==> src/rtl/hd44780_pkg.sv <==
// Shared HD44780 instruction and DDRAM address constants, used by the LCD driver and the bus monitor.
package hd44780_pkg;
   localparam logic [7:0] CMD_SET_DDRAM  = 8'h80;
   localparam logic [7:0] CMD_SET_CGRAM  = 8'h40;
   localparam logic [7:0] CMD_FUNC_SET   = 8'h20;
   localparam logic [7:0] CMD_SHIFT      = 8'h10;
   localparam logic [7:0] CMD_DISP_CTRL  = 8'h08;
   localparam logic [7:0] CMD_ENTRY_MODE = 8'h04;
   localparam logic [7:0] CMD_HOME       = 8'h02;
   localparam logic [7:0] CMD_CLEAR      = 8'h01;

   localparam logic [6:0] LINE1_BASE = 7'h00;
   localparam logic [6:0] LINE2_BASE = 7'h40;
   localparam logic [6:0] LINE_END   = 7'h27;
   localparam logic [7:0] BLANK      = 8'h20;

   typedef enum logic [1:0] {
      ST_CLEARING,
      ST_IDLE,
      ST_EXEC
   } mon_state_t;

   // Address counter step with the two-line wrap (0x27<->0x40, 0x67<->0x00).
   function automatic logic [6:0] ac_step(input logic [6:0] ac, input logic inc);
      logic [6:0] res;
      if (inc) begin
         if (ac == LINE_END)                   res = LINE2_BASE;
         else if (ac == LINE2_BASE + LINE_END) res = LINE1_BASE;
         else                                  res = ac + 7'd1;
      end else begin
         if (ac == LINE1_BASE)                 res = LINE2_BASE + LINE_END;
         else if (ac == LINE2_BASE)            res = LINE_END;
         else                                  res = ac - 7'd1;
      end
      return res;
   endfunction
endpackage

==> src/rtl/bit_synchronizer.sv <==
// Multi-flop synchronizer for asynchronous LCD bus inputs.
module bit_synchronizer #(
   parameter int WIDTH       = 1,
   parameter int SYNC_STAGES = 2
) (
   input  logic             clk,
   input  logic             reset,
   input  logic [WIDTH-1:0] din,
   output logic [WIDTH-1:0] dout
);
   logic [WIDTH-1:0] stages [SYNC_STAGES];

   always_ff @(posedge clk) begin
      if (!reset) begin
         for (int i = 0; i < SYNC_STAGES; i++) stages[i] <= '0;
      end else begin
         stages[0] <= din;
         for (int i = 1; i < SYNC_STAGES; i++) stages[i] <= stages[i-1];
      end
   end

   assign dout = stages[SYNC_STAGES-1];
endmodule

==> src/rtl/hd44780_bus_monitor.sv <==
// HD44780 write-bus monitor: samples on E falling edge, decodes instructions, keeps a 2x16 DDRAM shadow.
//  state       | meaning
//  ST_CLEARING | filling shadow with blanks, one entry per cycle; busy
//  ST_IDLE     | waiting for an E falling edge
//  ST_EXEC     | emulated instruction execution time; busy
module hd44780_bus_monitor
   import hd44780_pkg::*;
#(
   parameter int SYNC_STAGES     = 2,
   parameter int BUSY_CMD_CYCLES = 4,
   parameter int NUM_COLS        = 16
) (
   input  logic       clk,
   input  logic       reset,
   input  logic       lcd_rs,
   input  logic       lcd_rw,
   input  logic       lcd_e,
   input  logic [7:0] lcd_data,
   input  logic [4:0] rd_idx,
   output logic [7:0] rd_data,
   output logic       char_wr_valid,
   output logic [4:0] char_wr_idx,
   output logic [7:0] char_wr_data,
   output logic       cmd_valid,
   output logic [7:0] cmd_code,
   output logic [6:0] ac,
   output logic       disp_on,
   output logic       cursor_on,
   output logic       blink_on,
   output logic       entry_inc,
   output logic [2:0] func_cfg,
   output logic       busy,
   output logic       err_overrun,
   output logic       err_read,
   output logic       err_oob
);
   localparam int         CNT_W    = (BUSY_CMD_CYCLES > 1) ? $clog2(BUSY_CMD_CYCLES) : 1;
   localparam logic [6:0] COL_LAST = 7'(NUM_COLS - 1);

   logic       rs_s, rw_s, e_s, e_d;
   logic [7:0] data_s;
   logic       e_fall;

   bit_synchronizer #(.WIDTH(1), .SYNC_STAGES(SYNC_STAGES)) u_sync_rs
      (.clk(clk), .reset(reset), .din(lcd_rs), .dout(rs_s));
   bit_synchronizer #(.WIDTH(1), .SYNC_STAGES(SYNC_STAGES)) u_sync_rw
      (.clk(clk), .reset(reset), .din(lcd_rw), .dout(rw_s));
   bit_synchronizer #(.WIDTH(1), .SYNC_STAGES(SYNC_STAGES)) u_sync_e
      (.clk(clk), .reset(reset), .din(lcd_e), .dout(e_s));
   bit_synchronizer #(.WIDTH(8), .SYNC_STAGES(SYNC_STAGES)) u_sync_data
      (.clk(clk), .reset(reset), .din(lcd_data), .dout(data_s));

   assign e_fall = e_d & ~e_s;

   mon_state_t       state, state_nxt;
   logic [CNT_W-1:0] cnt, cnt_nxt;
   logic [4:0]       clr_idx, clr_idx_nxt;
   logic [6:0]       ac_nxt;
   logic             disp_nxt, cursor_nxt, blink_nxt, inc_nxt, cg_mode, cg_nxt;
   logic [2:0]       func_nxt;
   logic             ovr_nxt, rd_err_nxt, oob_nxt;
   logic             cmd_valid_nxt, char_valid_nxt;
   logic [7:0]       cmd_code_nxt, char_data_nxt;
   logic [4:0]       char_idx_nxt;
   logic             mem_we;
   logic [4:0]       mem_waddr;
   logic [7:0]       mem_wdata;
   logic             in_line1, in_line2;
   logic [7:0]       shadow [32];

   assign in_line1 = (ac <= COL_LAST);
   assign in_line2 = (ac >= LINE2_BASE) && (ac <= LINE2_BASE + COL_LAST);
   assign busy     = (state != ST_IDLE);

   always_comb begin
      state_nxt      = state;
      cnt_nxt        = cnt;
      clr_idx_nxt    = clr_idx;
      ac_nxt         = ac;
      disp_nxt       = disp_on;
      cursor_nxt     = cursor_on;
      blink_nxt      = blink_on;
      inc_nxt        = entry_inc;
      func_nxt       = func_cfg;
      cg_nxt         = cg_mode;
      ovr_nxt        = err_overrun;
      rd_err_nxt     = err_read;
      oob_nxt        = err_oob;
      cmd_valid_nxt  = 1'b0;
      char_valid_nxt = 1'b0;
      cmd_code_nxt   = cmd_code;
      char_idx_nxt   = char_wr_idx;
      char_data_nxt  = char_wr_data;
      mem_we         = 1'b0;
      mem_waddr      = clr_idx;
      mem_wdata      = BLANK;

      case (state)
         ST_CLEARING: begin
            mem_we = 1'b1;
            if (e_fall) ovr_nxt = 1'b1;
            if (clr_idx == 5'd31) begin
               state_nxt   = ST_IDLE;
               clr_idx_nxt = 5'd0;
            end else begin
               clr_idx_nxt = clr_idx + 5'd1;
            end
         end
         ST_EXEC: begin
            if (e_fall) ovr_nxt = 1'b1;
            if (cnt == '0) state_nxt = ST_IDLE;
            else           cnt_nxt   = cnt - CNT_W'(1);
         end
         default: begin
            if (e_fall) begin
               if (rw_s) begin
                  rd_err_nxt = 1'b1;
               end else begin
                  state_nxt = ST_EXEC;
                  cnt_nxt   = CNT_W'(BUSY_CMD_CYCLES - 1);
                  if (!rs_s) begin
                     cmd_valid_nxt = 1'b1;
                     cmd_code_nxt  = data_s;
                     if (data_s[7]) begin
                        ac_nxt = data_s[6:0];
                        cg_nxt = 1'b0;
                     end else if (data_s[6]) begin
                        cg_nxt = 1'b1;
                     end else if (data_s[5]) begin
                        func_nxt = data_s[4:2];
                     end else if (data_s[4]) begin
                        if (!data_s[3]) ac_nxt = ac_step(ac, data_s[2]);
                     end else if (data_s[3]) begin
                        {disp_nxt, cursor_nxt, blink_nxt} = data_s[2:0];
                     end else if (data_s[2]) begin
                        inc_nxt = data_s[1];
                     end else if (data_s[1]) begin
                        ac_nxt = LINE1_BASE;
                     end else if (data_s[0]) begin
                        ac_nxt      = LINE1_BASE;
                        inc_nxt     = 1'b1;
                        state_nxt   = ST_CLEARING;
                        clr_idx_nxt = 5'd0;
                     end
                  end else begin
                     // ac advances even when the character is dropped
                     ac_nxt = ac_step(ac, entry_inc);
                     if (!cg_mode && (in_line1 || in_line2)) begin
                        mem_we         = 1'b1;
                        mem_waddr      = {in_line2, ac[3:0]};
                        mem_wdata      = data_s;
                        char_valid_nxt = 1'b1;
                        char_idx_nxt   = {in_line2, ac[3:0]};
                        char_data_nxt  = data_s;
                     end else begin
                        oob_nxt = 1'b1;
                     end
                  end
               end
            end
         end
      endcase
   end

   always_ff @(posedge clk) begin
      if (!reset) begin
         state         <= ST_CLEARING;
         cnt           <= '0;
         clr_idx       <= 5'd0;
         e_d           <= 1'b0;
         ac            <= 7'd0;
         disp_on       <= 1'b0;
         cursor_on     <= 1'b0;
         blink_on      <= 1'b0;
         entry_inc     <= 1'b1;
         func_cfg      <= 3'd0;
         cg_mode       <= 1'b0;
         err_overrun   <= 1'b0;
         err_read      <= 1'b0;
         err_oob       <= 1'b0;
         cmd_valid     <= 1'b0;
         char_wr_valid <= 1'b0;
         cmd_code      <= 8'd0;
         char_wr_idx   <= 5'd0;
         char_wr_data  <= 8'd0;
      end else begin
         state         <= state_nxt;
         cnt           <= cnt_nxt;
         clr_idx       <= clr_idx_nxt;
         e_d           <= e_s;
         ac            <= ac_nxt;
         disp_on       <= disp_nxt;
         cursor_on     <= cursor_nxt;
         blink_on      <= blink_nxt;
         entry_inc     <= inc_nxt;
         func_cfg      <= func_nxt;
         cg_mode       <= cg_nxt;
         err_overrun   <= ovr_nxt;
         err_read      <= rd_err_nxt;
         err_oob       <= oob_nxt;
         cmd_valid     <= cmd_valid_nxt;
         char_wr_valid <= char_valid_nxt;
         cmd_code      <= cmd_code_nxt;
         char_wr_idx   <= char_idx_nxt;
         char_wr_data  <= char_data_nxt;
      end
   end

   always_ff @(posedge clk) begin
      if (mem_we) shadow[mem_waddr] <= mem_wdata;
   end

   // Read-before-write: a same-cycle write to rd_idx shows up one cycle later.
   always_ff @(posedge clk) begin
      if (!reset) rd_data <= 8'd0;
      else        rd_data <= shadow[rd_idx];
   end
endmodule

==> config.mk <==
export PLATFORM = sky130hd
export DESIGN_NAME = hd44780_bus_monitor
export DESIGN_NICKNAME = d
export VERILOG_FILES = /design/src/rtl/hd44780_pkg.sv /design/src/rtl/bit_synchronizer.sv /design/src/rtl/hd44780_bus_monitor.sv
export SDC_FILE = /design/constraint.sdc
export NUM_CORES = 1
export LEC_CHECK = 0
export BUFFER_PORTS_ARGS = -buffer_cell sky130_fd_sc_hd__buf_2
export CAP_MARGIN = 5
export CELL_PAD_IN_SITES_DETAIL_PLACEMENT = 0
export CELL_PAD_IN_SITES_GLOBAL_PLACEMENT = 1
export CORE_UTILIZATION = 46
export DETAILED_ROUTE_END_ITERATION = 6
export PLACE_DENSITY = 0.82
export SYNTH_ARGS = -nofsm -noshare
export SYNTH_HDL_FRONTEND = slang
export SYNTH_HIERARCHICAL = 1
export SYNTH_SLANG_ARGS = --single-unit
==> constraint.sdc <==
create_clock -name clk -period 7.1 [get_ports clk]
set_input_delay 0.71 -clock clk [delete_from_list [all_inputs] [get_ports clk]]
set_output_delay 0.71 -clock clk [all_outputs]
set_load 0.01 [all_outputs]
; ---- Word-level counts from Yosys, hierarchy flattened
; Memories as Yosys holds them, arrays and structs flattened. A register that Yosys moved wholly into a read port is not among the register bits.
; Cells that the tools add are included.
[op_classes]
addsub = 4
magnitude_cmp = 3
n_eq_ne = 25
n_mux = 80
n_bitwise = 23
reduce_logical = 31
[ops]
columns = cell, count
row1 = $mux 7, 16
row2 = $mux 5, 17
row3 = $mux 8, 7
row4 = $mux 2, 16
row5 = $ne 2x1->1 const B, 12
row6 = $mux 1, 20
row7 = $reduce_and 5->1, 3
row8 = $eq 7x7->1 const B, 2
row9 = $not 1->1, 14
row10 = $reduce_and 12->1, 1
row11 = $reduce_and 4->1, 3
row12 = $reduce_and 11->1, 1
row13 = $pmux 5 s2, 1
row14 = $reduce_bool 2->1, 5
row15 = $ne 3x2->1 const B, 3
row16 = $reduce_and 9->1, 1
row17 = $or 1x1->1, 8
row18 = $pmux 2 s2, 2
row19 = $reduce_and 8->1, 1
row20 = $add 7x1->7 const B, 1
row21 = $eq 7x6->1 const B, 1
row22 = $ge 7x7->1 const B, 1
row23 = $le 7x4->1 const B, 1
row24 = $le 7x7->1 const B, 1
row25 = other kinds (23), 28
[totals]
reg_bits = 51
mem_bits_rw = 278
inputBits = 18
out_inout_bits = 49
elab_cells = 190
memories = 5
[mem_list]
columns = name, words, width, rd, rd_ports_with_merged_regs, wr, line_no
row1 = shadow, 32, 8, 1, 1, 1, hd44780_bus_monitor.sv:69  ; logic [7:0] shadow [32];
row2 = u_sync_data.stages, 2, 8, 2, 0, 2, bit_synchronizer.sv:11  ; logic [WIDTH-1:0] stages [SYNC_STAGES];
row3 = u_sync_e.stages, 2, 1, 2, 0, 2, bit_synchronizer.sv:11
row4 = u_sync_rs.stages, 2, 1, 2, 0, 2, bit_synchronizer.sv:11
row5 = u_sync_rw.stages, 2, 1, 2, 0, 2, bit_synchronizer.sv:11

; ---- Longest topological paths before layout
[depth]
depth_word = 12
mapped_depth = 9
mapped_depth_nobuf = 8

; ---- Hierarchy
; Netlist, hierarchy kept.
[by_module_without_submodules]
columns = module, n_inst, cells_each, area_per_inst_um2, seq_area_each_um2
row1 = hd44780_bus_monitor, 1, 800, 12771.0, 8868.5
row2 = bit_synchronizer (u_sync_data), 1, 41, 506.7, 320.3
row3 = bit_synchronizer (u_sync_e ...), 3, 4, 52.6, 40.0

; ---- Worst setup path after synthesis
; Ideal clock, no wire load.
[synth_path]
path_type = reg-to-reg
from = register ac[1]
to = memory shadow[22][0], enable pin
setup_ns = 0.370
arrival_time_ns = 2.195
required_time_ns = 6.730
path_slack_ns = 4.535
path_stages_with_launch = 9
path_buffers = 2
synth_period_minus_slack_ns = 2.565
path_cell_list = dfxtp_1 -> buf_2 -> nand3_1 -> or3_1 -> and2_2 -> buf_6 -> mux2i_4 -> or2_1 -> nor2_1
[synth_via]
elab_chain_len = 11
elab_cells_between_ends = 18
cone_classes = 3 x order compare / 12 x mux / 3 x reduce/logical
[synth_lines]
columns = item, line_no
row1 = "start, declared", hd44780_bus_monitor.sv:26  ; output logic [6:0] ac,
row2 = "start signal, assigned", hd44780_bus_monitor.sv:191  ; ac <= ac_nxt;
row3 = $ge 7x7->1 or $le 7x7->1 (tied branches), hd44780_bus_monitor.sv:72  ; assign in_line2 = (ac >= LINE2_BASE) && (ac <= LINE2_BASE + COL_LAST);
row4 = $logic_and 1x1->1, hd44780_bus_monitor.sv:72
row5 = $logic_or 1x1->1, hd44780_bus_monitor.sv:148  ; if (!cg_mode && (in_line1 || in_line2)) begin
row6 = $logic_and 1x1->1, hd44780_bus_monitor.sv:148
row7 = $mux 1, hd44780_bus_monitor.sv:148
row8 = $mux 1, hd44780_bus_monitor.sv:121  ; if (!rs_s) begin
row9 = $mux 1, hd44780_bus_monitor.sv:116  ; if (rw_s) begin
row10 = $mux 1, hd44780_bus_monitor.sv:115  ; if (e_fall) begin
row11 = $pmux 1 s2, hd44780_bus_monitor.sv:98  ; case (state)
row12 = $mux 1, hd44780_bus_monitor.sv:210  ; if (mem_we) shadow[mem_waddr] <= mem_wdata;
row13 = $mux 1 (not written as such), hd44780_bus_monitor.sv:210
row14 = "end, declared", hd44780_bus_monitor.sv:69
; Several ways; a longest one is shown, not always the timed one.

; ---- Final worst setup path
[layout_path]
from = register ac[3]
to = memory shadow[30][1], enable pin
; Same word-level chain as after synthesis.

==> results.yml <==
logic_synthesis:
  synth_warnings: 6
  synth_top_family_by_area: "multiplexers"
  yosys.area_share.simple_pct: 7.92
  ys.flop_type: "edfxtp_1"
  syn_area_per_cell_um2: 15.8
  synth-xor-area-share_pct: 0.522
  yosysUniqueCellTypes: 62
  syn-cell-area_um2: 13400
  synth_top_area_cell: "edfxtp_1"
  synth_fa_ha_area_share_pct: 0.466
  synth_top_cell_area_share_pct: 57.2
  synth-edff-count: 256
  async_reset_ff_share_pct: 0
  synthTopCellsByArea: "edfxtp_1, dfxtp_1, mux4_2, nand2_1, nor2_1"
  seq_area_frac_synth_pct: 69.3
  netlist_instances: 853
  synth_compound_area_share_pct: 5.97
  muxShareOfSynthArea_pct: 13.2
  syn-num-nets: 876
  synthMostInstantiatedCell: "edfxtp_1"
  synth_common_cells: "edfxtp_1, dfxtp_1, mux4_2, nand2_1, nor2_1"
  ys_ff_latch: 337
route:
  drt-initial-drc-count: 810
  firstDrtPassIters: 5
  viasPerCell: 5.78
  routed_wl_mm: 29.8
  vias: 7618
  post_drt_wl_per_cell_um: 22.6
  drc_errors: 0
  ant_nets: 0
floorplanning:
  die_area_um2: 29900
  coreArea_um2: 28700
  core.rowCount: 62
  die_y_um: 173
  floorplan.initialDensity_pct: 46.8
  die_w_um: 173
  ios: 67
cells_and_area:
  fillers: 2363
  nets: 929
  final_layout_size_suffix_gt1_share_pct: 23.2
  syn_to_final_growth_pct: 13.1
  sequential_cell_area_um2: 9310
  instances_no_fill: 1318
  fin_util_pct: 52.9
  multi_input_area_um2: 3770
  design_area_um2: 15200
clock_network:
  root_buffer: "clkbuf_16"
  cts_sinks: 337
  cts_resized: 0
  numCtsBuffers: 36
  cts_buffer_depth: 3
  worstSkewPairLatency_ns: 0.52
  cts_tree: "done"
  cts_setup_buffers: 0
  cts_hold_buf: 0
  clk_pin_slew_ns: 0.06
  cts_max_level: 2
setup_path:
  crit_path_top_delay_cell: "nor2_1"
  required_ns: 7.24
  start_kind: "register"
  cp_top_family: "simple AND/OR/NAND/NOR gates"
  crit_top_cell: "nand2_1"
  criticalPathCategory: "register to register"
  critPathBufInv: 1
  critPathMaxFanout: 18
  end_kind: "register"
  slowest_delay_ns: 0.75
  arrival_ns: 3.65
  path_cells: "inv_1 -> or3_1 -> nand2_1 -> mux2i_1 -> nand2_1 -> nor2_1"
timing:
  rsz0062_at_grt: "false"
  setup-tns-final_ns: 0
  fmax_mhz: 285
  worstMarginPinSlew_ns: 1.11
  final_max_slew_viol_count: 0
  hold_viol: 0
  slew_headroom_pct: 26.0
  fin_crit_sh_pct: 49.4
  timing.hold.ws_ns: 0.396
  skew_ns: 0.0269
  finalSetupViolCount: 0
  period_needed_ns: 3.51
  setup_ws_ns: 3.59
pwr:
  internal_power_mw: 3.30
  comb_power_share_pct: 3.3
  total_power_mw: 4.14
  vdd_drop_max_mv: 0.162
  clkPwrFrac_pct: 45.0
  p_per_area_nw_per_um2: 272
  p_leak_nw: 5.80
  swShare_pct: 20.2
  seq_power_share_pct: 51.7
  power.switching_mw: 0.836
outcome:
  run_status: "complete, no violations"
run:
  maxCapViolations: 0
global_routing:
  antenna_found_initial: 1
  grtUsageTotal_pct: 20.1
  grt_pass1_wl_mm: 45.5
  grt_max_degree: 65
  grt_pass1_vias: 7460
  grt.overflow.total: 0
placed_design:
  placed_cell_area_um2: 14000
  dp_hpwl_mm: 18.6
  gp_congestion: 0.823
  dp_cells: 1252
  port_buffers: 66
  dp_slack_ns: 3.63
min_path:
  hp-class: "input port to register"
==> worst paths after layout <==
path,depth (start not counted),slack (ns),end,from
max reg2reg,6,3.59,shadow[30][1]$_DFFE_PP_,ac[3]$_SDFFE_PN0P_
max,6,3.59,shadow[30][1]$_DFFE_PP_,ac[3]$_SDFFE_PN0P_
min,2,0.40,u_sync_rw/stages[0][0]$_SDFF_PN0_,lcd_rw
min reg2reg,1,0.43,u_sync_data/stages[0][11]$_SDFF_PN0_,u_sync_data/stages[0][3]$_SDFF_PN0_
==> power by group through the flow <==
stage | clock network (mW) | logic [mW] | registers [mW]
5_1_grt | 1.97 | 0.147 | 2.14
3_3_place_gp | 0 | 0.135 | 2.18
4_1_cts | 1.89 | 0.137 | 2.14
6_report | 1.86 | 0.137 | 2.14
3_5_place_dp | 0 | 0.137 | 2.18
2_1_floorplan | 0 | 0.104 | 2.17
==> worst register-to-register path, stage by stage (launching register included) <==
cell and delay, ns:
dfxtp_1 0.63, inv_1 0.20, or3_1 0.46, nand2_1 0.51
mux2i_1 0.47, nand2_1 0.12, nor2_1 0.75
==> sequential cells by signal, indices dropped and copies added (netlist names), 2 cells and up <==
signal / count
u_sync_rs/stages: 2
func_cfg: 3
clr_idx: 5
rd_data: 8
u_sync_e/stages: 2
cnt: 2
state: 2
u_sync_data/stages: 16
ac: 7
char_wr_idx: 5
shadow: 256
u_sync_rw/stages: 2
cmd_code: 8
char_wr_data: 8
==> metal layers <==
metal	GRT usage (%)	share of wire, %	vias to the layer above
li1	-	-	3400
met1	27.8	43	3846
met2	31.8	47	321
met3	4.68	8.0	51
met4	6.16	2.2	0
met5	0	0	-
==> cell families (layout without fill, tap and decap cells) <==
kind of cell               after synthesis  count (layout)
AOI/OAI and AO/OA                      118             118
buffers and inverters                   75             155
other                                    0               1
xor gates and xnor gates                 8               8
muxes                                   95              95
and+or+nand+nor                        215             215
adders and majority gates                5               5
DFF                                    337             337
==> cells in the final DEF (no fill, tap or decap), types with 5 or more instances in the layout <==
master,instances
nand2b_1,10
clkbuf_16,38
nand3_1,10
inv_1,19
nand2_1,62
a21oi_1,38
mux2_2,9
and2_1,13
o221ai_1,12
nor3_1,10
or3_1,7
ha_1,5
buf_2,65
edfxtp_1,256
nor3b_1,5
clkbuf_1,11
mux2i_1,21
and3_1,7
and2_2,13
nor2b_1,5
buf_4,5
mux4_2,64
xnor2_1,5
o21ai_0,18
nor2_1,57
a221oi_1,9
dfxtp_1,81
==> area by class of cell <==
type                       count  area share [%]
sequential                   337            61.3
multi-input combinational    441            24.8
clock buffer                  52            6.80
tap                          384            3.16
timing repair buffer          70            2.39
clock inverter                13            1.02
inverter                      20           0.494
antenna                        1          0.0165
Power figures use the tool's default switching activity.
